<file path="config.mk">
export PLATFORM = sky130hd
export DESIGN_NAME = hazard_stall_ctrl
export DESIGN_NICKNAME = d
export VERILOG_FILES = /design/src/rtl/hazard_stall_ctrl.sv
export SDC_FILE = /design/constraint.sdc
export NUM_CORES = 1
export LEC_CHECK = 0
export CAP_MARGIN = 20
export CELL_PAD_IN_SITES_DETAIL_PLACEMENT = 1
export CELL_PAD_IN_SITES_GLOBAL_PLACEMENT = 1
export CORE_MARGIN = 3
export CORE_UTILIZATION = 35
export DETAILED_ROUTE_END_ITERATION = 10
export PLACE_DENSITY_LB_ADDON = 0.1
export SLEW_MARGIN = 20
export SYNTH_ARGS = -nofsm -noshare
export SYNTH_HDL_FRONTEND = slang
export SYNTH_SLANG_ARGS = --single-unit
</file>
<file path="constraint.sdc">
create_clock -name clk_i -period 5.9 [get_ports clk_i]
set_input_delay 1.18 -clock clk_i [delete_from_list [all_inputs] [get_ports clk_i]]
set_output_delay 1.18 -clock clk_i [all_outputs]
set_load 0.02 [all_outputs]
</file>
<file path="src/rtl/hazard_stall_ctrl.sv">
// Load-use / multi-cycle hazard controller between ID and EX.
// Drives PC, IF/ID and ID/EX control and keeps a saturating stall-cycle counter.
module hazard_stall_ctrl #(
    parameter int REG_ADDR_W  = 5,
    parameter int LOAD_LAT    = 1,
    parameter int MC_LAT      = 4,
    parameter int ZERO_REG_EN = 1,
    parameter int CNT_W       = 16
) (
    input  logic                  clk_i,
    input  logic                  rst_i,
    input  logic [REG_ADDR_W-1:0] ID_Rs1,
    input  logic [REG_ADDR_W-1:0] ID_Rs2,
    input  logic                  ID_Rs1_Used,
    input  logic                  ID_Rs2_Used,
    input  logic [REG_ADDR_W-1:0] EX_Rd,
    input  logic                  EX_MemRead,
    input  logic                  EX_MultiCycle,
    input  logic                  Branch_Taken,
    input  logic                  Cnt_Clr,
    output logic                  NoOp,
    output logic                  PCWrite,
    output logic                  Stall_o,
    output logic                  ExHold_o,
    output logic                  Flush_o,
    output logic                  Busy_o,
    output logic [CNT_W-1:0]      Stall_Cnt_o
);

    typedef enum logic [1:0] {
        IDLE     = 2'd0,
        LD_STALL = 2'd1,
        MC_BUSY  = 2'd2
    } state_t;

    localparam logic [3:0] LD_CNT_INIT = 4'(LOAD_LAT - 1);
    localparam logic [3:0] MC_CNT_INIT = 4'(MC_LAT - 2);
    localparam logic [CNT_W-1:0] CNT_MAX = {CNT_W{1'b1}};

    state_t state_reg, state_next;
    logic [3:0] cnt_reg, cnt_next;
    logic [CNT_W-1:0] stall_cnt_reg;

    logic [REG_ADDR_W-1:0] src_addr [2];
    logic [1:0] src_used;
    logic [1:0] src_hit;
    logic zero_rd;
    logic hit;
    logic load_hz;

    assign src_addr[0] = ID_Rs1;
    assign src_addr[1] = ID_Rs2;
    assign src_used    = {ID_Rs2_Used, ID_Rs1_Used};

    generate
        for (genvar gi = 0; gi < 2; gi++) begin : g_src
            assign src_hit[gi] = src_used[gi] && (src_addr[gi] == EX_Rd);
        end
    endgenerate

    // A write to the hardwired zero register can never feed a dependent read.
    assign zero_rd = (ZERO_REG_EN != 0) && (EX_Rd == '0);
    assign hit     = (|src_hit) && !zero_rd;
    assign load_hz = EX_MemRead && hit;

    always_comb begin
        state_next = state_reg;
        cnt_next   = cnt_reg;
        NoOp       = 1'b0;
        PCWrite    = 1'b1;
        Stall_o    = 1'b0;
        ExHold_o   = 1'b0;
        Flush_o    = 1'b0;
        case (state_reg)
            IDLE: begin
                if (EX_MultiCycle) begin
                    Stall_o  = 1'b1;
                    PCWrite  = 1'b0;
                    ExHold_o = 1'b1;
                    if (MC_LAT > 2) begin
                        cnt_next   = MC_CNT_INIT;
                        state_next = MC_BUSY;
                    end
                end else if (load_hz) begin
                    NoOp    = 1'b1;
                    PCWrite = 1'b0;
                    Stall_o = 1'b1;
                    if (LOAD_LAT > 1) begin
                        cnt_next   = LD_CNT_INIT;
                        state_next = LD_STALL;
                    end
                end else if (Branch_Taken) begin
                    Flush_o = 1'b1;
                end
            end
            LD_STALL: begin
                NoOp     = 1'b1;
                PCWrite  = 1'b0;
                Stall_o  = 1'b1;
                cnt_next = cnt_reg - 4'd1;
                if (cnt_reg == 4'd1) state_next = IDLE;
            end
            MC_BUSY: begin
                Stall_o  = 1'b1;
                PCWrite  = 1'b0;
                ExHold_o = 1'b1;
                cnt_next = cnt_reg - 4'd1;
                if (cnt_reg == 4'd1) state_next = IDLE;
            end
            default: state_next = IDLE;
        endcase
        // IDLE outputs follow live inputs, so reset must mask them explicitly.
        if (!rst_i) begin
            NoOp     = 1'b0;
            PCWrite  = 1'b1;
            Stall_o  = 1'b0;
            ExHold_o = 1'b0;
            Flush_o  = 1'b0;
        end
    end

    always_ff @(posedge clk_i or negedge rst_i) begin
        if (!rst_i) begin
            state_reg <= IDLE;
            cnt_reg   <= 4'd0;
        end else begin
            state_reg <= state_next;
            cnt_reg   <= cnt_next;
        end
    end

    always_ff @(posedge clk_i or negedge rst_i) begin
        if (!rst_i) begin
            stall_cnt_reg <= '0;
        end else if (Cnt_Clr) begin
            stall_cnt_reg <= '0;
        end else if (Stall_o && (stall_cnt_reg != CNT_MAX)) begin
            stall_cnt_reg <= stall_cnt_reg + 1'b1;
        end
    end

    assign Busy_o      = (state_reg != IDLE);
    assign Stall_Cnt_o = stall_cnt_reg;

endmodule
</file>
==> results of run 1 <==
## power by group
part | switching (mW) | leakage [nW] | internal (mW) | total, mW
registers | 0.0268 | 0.280 | 0.165 | 0.192
clock network | 0.0488 | 0.0255 | 0.0471 | 0.0959
logic | 0.0648 | 0.364 | 0.0720 | 0.137
## cell type report
| cell class | instances | area [µm²] |
|---|---|---|
| inverter | 4 | 15.0 |
| sequential | 21 | 526 |
| clock inverter | 1 | 5.00 |
| fill | 412 | 1640 |
| multi-input combinational | 109 | 713 |
| timing repair buffer | 45 | 448 |
| clock buffer | 3 | 41.3 |
| tap | 46 | 57.6 |
## worst register-to-register path, stage by stage (launching register included)
cell	delay, ps
dfrtp_1	470
ha_1	290
and2_4	180
and3_1	510
nor3_1	150
nand3_1	130
mux2_2	330
## synth_stat cells
library cell  instances
nor4bb_1              1
nor4_1                5
inv_1                 4
and3_1                1
o21a_1                1
o21ai_0               2
nor2_1               21
or4_1                 1
nand2b_1              1
nor3_1                8
nor2b_1               2
a22o_1                1
and2_4                1
nand2_1              14
nor4_2                1
xnor2_1              24
a31oi_4               1
buf_2                 1
buf_1                 1
dfrtp_1              21
buf_6                 1
a21oi_1               2
clkbuf_1              2
nand3_2               1
and4_1                1
xor2_1                2
nand3_1               7
nand4_1               3
o22ai_2               1
nor3b_1               1
nor4b_1               1
ha_1                  3
mux2_2                2
## worst paths after layout
path / from / end / slack (ps) / cells past startpoint
worst min-delay path: cnt_reg[1] / cnt_reg[1] / 560 / 2
min in group asynchronous: rst_i / Stall_Cnt_o[6] / 1270 / 1
worst max register to register: Stall_Cnt_o[0] / Stall_Cnt_o[13] / 3720 / 6
worst min register to register: cnt_reg[1] / cnt_reg[1] / 560 / 2
worst max-delay path: EX_Rd[1] / PCWrite / 1160 / 5
max in group asynchronous: rst_i / Stall_Cnt_o[10] / 4020 / 2
## routing by layer
layer	up-vias	part of all wire	track usage
li1	562	-	-
met1	555	0.43	0.189
met2	30	0.51	0.295
met3	4	0.054	0.0422
met4	0	0.010	0.0533
met5	-	0	0
## logic make-up (layout without fill, tap and decap cells)
family	after synthesis	after routing
adders and majority gates	3	3
buffers and inverters	9	53
and+or+nand+nor	70	70
DFF	21	21
muxes	2	2
AOI/OAI and AO/OA	8	8
xor gates and xnor gates	26	26
==> run summary, run 1 <==
After legalization and detailed placement, the total HPWL measured 2640 µm. The portion of synthesized area spent on multiplexers is 0.0176. The register with the most flip-flops in the layout has 16 of them. The required time of the worst setup path is 4720 ps. Data on the critical path arrives at its endpoint at 3560 ps. The simple logic cell fraction of the synthesized area is 0.277. The area of the placeable core is 0.00344 mm². The area after detailed placement came out at 0.00176 mm².

Clock tree synthesis selected as its root buffer the cell clkbuf_8. The worst setup path is captured at an output pin. After synthesis, the largest family of logic cells by area is simple AND/OR/NAND/NOR gates. For this run, design rule violations remaining after detail routing come to 0. The cell area after synthesis is 0.00128 mm². The number of cells produced by synthesis came out at 139. In the layout the commonest cells are clkdlybuf4s50_1, xnor2_1, dfrtp_1, nor2_1, nand2_1. The total of hold buffers inserted after clock tree synthesis is 0. During synthesis, Yosys emitted a total of 0 warnings. The upper clock frequency limit is 211 MHz. The proportion of netlist area held by the largest area contributor is 0.410. The placer's final routability congestion estimate came out at 0.808.

Among cell families on the critical path, the largest total delay comes from buffers and inverters. The die width came out at 66.5 µm. The maximum clock skew at final layout came out at 5.05 ps. Entering global routing, the biggest net connects 18 pins. The number of buffers and inverters on the critical path came out at 2. The largest total area in the synthesized netlist belongs to dfrtp_1. The tool flagged a number of max-cap violations equal to 0. The slowest library cell on the worst path is clkdlybuf4s50_1.

The total I/O pin count came out at 45. The compound-gate portion of the synthesized area is 0.0547. The total setup buffers inserted after CTS came out at 0. The slew at the pin closest to its max-slew limit came out at 681 ps.

The number of levels in the clock H-tree came out at 1. The post-synthesis share of cell area spent on xor and xnor gates came out at 0.178. On the final layout, the worst hold slack is 563 ps. In the finished design, the share of the clock period the worst path needs comes to 0.803. The final-report max-slew violation count was 0. The average wire length per cell after detail routing came out at 14.4 µm. The minimum clock period is 4740 ps. The register area share after synthesis came out at 0.410. Of the cells placed in the final design, the portion with a size suffix greater than 1 is 0.0656. For this run the aggregate overflow at the end of global routing stands at 0.

The setup slack after layout came out at 1160 ps. The leakage dissipation is 0.669 nW. The number of search-and-repair iterations in the first detailed-routing pass came out at 4.

The number of synthesized register bits came out at 21. Dividing the detail-routed via count by the number of cells gives 5.03. In this run the power density over the cells is 235 mW/mm².

The wire length of the first global-routing pass came out at 5560 µm. Traced cell by cell, the critical path runs through clkdlybuf4s50_1 > or4_1 > o21a_1 > a31oi_4 > clkdlybuf4s50_1. Setup repair after global routing left no endpoint under its margin. Summing internal, switching and leakage power gives 0.424 mW. The library cell used most frequently in the layout, excluding fill and tap cells, is clkdlybuf4s50_1. TritonCTS built the clock tree. The maximum clock insertion buffer count came out at 2.

The number of nets handed over by synthesis was 165. The post-place setup slack is 1150 ps. Along the worst path, the maximum fanout reaches 17. The final design utilization came out at 0.525. Setup violations remaining at the end of the flow were counted as 0.

The number of CTS-inserted buffers is 3. The mean instance size in the synthesized netlist is 9.22 µm². The die outline area came out at 0.00442 mm².

The flow ran to the end, and the final reports show no timing, DRC or antenna violations. The number of antenna violations at the first check in global routing came out at 0. In the post-synthesis netlist, the biggest area contributors are dfrtp_1, xnor2_1, nor2_1. The worst-skew pair later-pin latency came out at 260 ps. The synthesis-to-finish area growth is 40.9%.

The min-delay analysis places its worst path in the category reg -> reg. In the global route stage, overall resource usage came out at 0.165. The post-route antenna net violation count is 0. The die span in y is 66.5 µm. The synthesized netlist contains 33 unique library cells. Clock-pin slew was measured on the worst setup and hold paths at 80 ps. The routed layout has 1151 vias.

VDD sags by at most 161 µV. The total non-filler cell area in the finished layout is 0.00181 mm². The detailed router finished its first iteration with 57 violations. In the final design database the tool counted 210 nets. The post-synthesis adder-cell area fraction is 0.0293. The biggest cell delay along the critical path came out at 700 ps. The tightest slew margin relative to the limit came out at 0.544. By instance count, the cell type seen most on the critical path is clkdlybuf4s50_1. The number of gates given a new drive strength after cts came out at 0.

The number of inserted diodes is 0. The number of global-route vias before repair is 1205. The critical setup path kind is in -> out. The number of placed cells counting well taps came out at 225.

The number of placement rows came out at 21. In this run the tool buffered the top-level ports with 44 buffer cells. The final setup TNS is 0 ps.

The post-route non-filler standard cell count came out at 229. The wire length after detailed routing is 3300 µm. The hold violation total from the final report came out at 0. The worst setup path is launched from a primary input. The initial utilization of the core area, before any placement, comes to 0.372.

Clock tree synthesis found a total of 21 sinks.
No activity file was read; power rests on OpenSTA's default activity.
==> run 2, diff against run 1 <==
--- a/config.mk
+++ b/config.mk
@@ -9,7 +9,7 @@
 export CELL_PAD_IN_SITES_DETAIL_PLACEMENT = 1
 export CELL_PAD_IN_SITES_GLOBAL_PLACEMENT = 1
 export CORE_MARGIN = 3
-export CORE_UTILIZATION = 35
+export CORE_UTILIZATION = 29
 export DETAILED_ROUTE_END_ITERATION = 10
 export PLACE_DENSITY_LB_ADDON = 0.1
 export SLEW_MARGIN = 20
==> constraint.sdc (replaced) <==
create_clock -name clk_i -period 4.3 [get_ports clk_i]
set_input_delay 0.86 -clock clk_i [delete_from_list [all_inputs] [get_ports clk_i]]
set_output_delay 0.86 -clock clk_i [all_outputs]
set_load 0.02 [all_outputs]
==> run summary, run 2 (synthesis gave the netlist of run 1 again) <==
The flow ran to the end, and the final reports show no timing, DRC or antenna violations. The total I/O pin count came out at 45 (unchanged). The synthesis-to-finish area growth came out at 41.8%. In the layout the commonest cells are clkdlybuf4s50_1, xnor2_1, dfrtp_1, nor2_1, nand2_1.

The leakage dissipation is 0.671 nW (+0.30%). The internal power came out at 0.393 mW (+38%). The number of DRC markers after the initial detailed-route iteration came out at 76 (+33%). The depth of the worst register-to-register path is 7 (+1). The mean number of vias per cell came out at 4.82 (-4.1%). The slowest library cell on the worst path is clkdlybuf4s50_1. The critical path in this run is classified as in -> out.

The number of inserted diodes is 0 (unchanged). The final-stage net count is 211 (+0.48%). The total of hold buffers inserted after clock tree synthesis came out at 0 (unchanged). The maximum net fanout on the critical path is 6 (-11). The aggregate global routing overflow was 0 (unchanged). The wire length after detailed routing came out at 3320 µm (+0.51%).

The TritonCTS clock tree is built. The wire length of the first global-routing pass came out at 5630 µm (+1.2%). The slack of the worst reg-to-reg path came to 2080 ps (-1640 ps). The total setup buffers inserted after CTS is 0 (unchanged). The maximum clock skew at final layout is 7.56 ps (+2.50 ps). The amount of wire on met3 after detailed routing is 185 µm (+4.5%). In this run the most critical hold path is launched from cnt_reg[1]. The proportion of layout cells with a drive suffix above 1 came out at 0.0652 (-0.000356).

The worst setup path endpoint is PCWrite. The final period utilization came out at 0.902. Setup repair after global routing left no endpoint under its margin.

The biggest cell delay along the critical path is 650 ps (-50 ps). The all-layer global routing usage is 0.135 (-0.0295). The total power density per cell area came out at 320 mW/mm² (+36%). The number of placement rows is 23 (+9.5%).

The count of fill cells added during filler insertion came to 489 (+19%). The proportion of power drawn by the clock network came out at 0.221 (-0.005). The maximum number of pins on one net before global-route repair came out at 25 (+7). The clock root buffer is clkbuf_8. The post-route met1 wirelength came out at 1470 µm (+4.4%).

The highest layer touched by signal routing is met4. The worst register-to-register path ends at Stall_Cnt_o[13]. The number of gates given a new drive strength after cts is 0 (unchanged). The tightest slew margin relative to the limit was 0.567 (+0.0230). The die span in y was 72.5 µm (+9.0%). The final setup TNS came out at 0 ps (unchanged). The area occupied by multi-input gates is 713 µm² (unchanged). The number of levels in the clock H-tree came out at 1 (unchanged). The register area is 526 µm² (unchanged).

Tracing the worst setup path back leads to its startpoint at EX_Rd[2]. The area of the placeable core came out at 0.00414 mm² (+20%). The die outline area came out at 0.00525 mm² (+19%). The number of search-and-repair iterations in the first detailed-routing pass came out at 4 (unchanged).

The switching share of power came out at 0.323 (-0.00766). The half-perimeter wire length after detailed placement came out at 2620 µm (-0.74%). The placer's final routability congestion estimate is 0.743 (-8.0%). Derived from the worst setup path, the maximum achievable clock frequency is 258 MHz. The final design utilization is 0.438 (-0.0861). The number of setup violations in the final report came to 0 (unchanged). The highest ir drop seen on vdd came to 185 µV (+14%). The worst setup path is captured at an output pin. The switching power came out at 0.188 mW (+34%). The slew at the pin closest to its max-slew limit came out at 647 ps (-34.3 ps). The hold violation total from the final report came out at 0 (unchanged). The signal on the critical path passes through clkdlybuf4s50_1 > or4_1 > o21a_1 > a31oi_4 > clkdlybuf4s50_1. The clock transition at the registers of the reported paths is 70 ps (about the same).

The required time of the worst setup path came to 3440 ps (-1280 ps). The endpoint arrival time on the critical path is 3020 ps (-540 ps). The wire length on met2 is 1640 µm (-2.3%). The number of clock sinks was 21 (unchanged).

The worst-skew pair later-pin latency came out at 260 ps (about the same). The number of antenna violations at the first check in global routing came out at 0 (unchanged). By instance count, the cell type seen most on the critical path is clkdlybuf4s50_1.

The number of flip-flops under the largest register name came out at 16 (unchanged). The most common cell after layout, fill and taps aside is clkdlybuf4s50_1. The post-route antenna net violation count came out at 0 (unchanged). The maximum clock insertion buffer count came to 2 (unchanged). The number of vias in the routed layout came to 1128 (-2.0%). The number of CTS-inserted buffers is 3 (unchanged).

After layout, the minimum clock period comes to 3880 ps. The average wire length per cell after detail routing is 14.2 µm (-1.6%). The effective utilization at floorplan came to 0.309 (-0.0630).

The sequential share of power came to 0.451 (about the same). The count of max-cap constraint violations came out at 0 (unchanged). The final-report max-slew violation count came out at 0 (unchanged). In this run the critical register-to-register path is launched from Stall_Cnt_o[2].

The number of global-route vias before repair is 1214 (+0.75%). The count of unresolved DRC violations after routing came out at 0 (unchanged). The power share of the combinational group was 0.328 (+0.006).

The number of buffer cells added on primary ports came out at 44 (unchanged). The die width was 72.5 µm (+9.0%). The startpoint kind of the worst setup timing path is a primary input. The class of the worst hold path is reg -> reg.
[run 2: cell type report]
type / instances / area share
tap: 50 / 0.0344
sequential: 21 / 0.289
inverter: 4 / 0.00826
multi-input combinational: 109 / 0.393
clock buffer: 4 / 0.0248
timing repair buffer: 46 / 0.251
[run 2: metrics by stage]
step / instances / hold slack (ps) / area, µm² / power, mW / setup WS (ps)
6_report: 234 / 568 / 1820 / 0.581 / 423
3_3_place_gp: 230 / 535 / 1770 / 0.450 / 415
3_5_place_dp: 230 / 557 / 1770 / 0.462 / 402
5_1_grt: 234 / 608 / 1820 / 0.628 / 327
4_1_cts: 234 / 574 / 1820 / 0.596 / 403
2_1_floorplan: 139 / 515 / 1280 / 0.377 / 1320
[run 2: worst min-delay path by stage]
stage / end / cells past startpoint / slack (ps)
floorplan: state_reg[1] / 2 / 520
CTS: cnt_reg[1] / 2 / 570
global route: cnt_reg[3] / 1 / 610
global placement: cnt_reg[3] / 1 / 540
finish: cnt_reg[1] / 2 / 570
detailed placement: state_reg[1] / 2 / 560
[run 2: power groups by stage]
stage	Clock, mW	Sequential [mW]	Combinational (mW)
detailed placement	0	0.267	0.195
floorplan	0	0.267	0.110
global route	0.147	0.269	0.212
global placement	0	0.264	0.186
CTS	0.138	0.263	0.195
finish	0.128	0.262	0.190
[run 2: layer usage]
metal  vias to the layer above  global-route usage
li1                        560                   -
met1                       535               0.168
met2                        31               0.236
met3                         2              0.0388
met4                         0              0.0246
met5                         -                   0
[run 2: worst max-delay path: cells and delay by family]
family | cells | cell delay (ps)
buffers and inverters | 2 | 1130
and+or+nand+nor | 1 | 520
AOI/OAI and AO/OA | 2 | 490
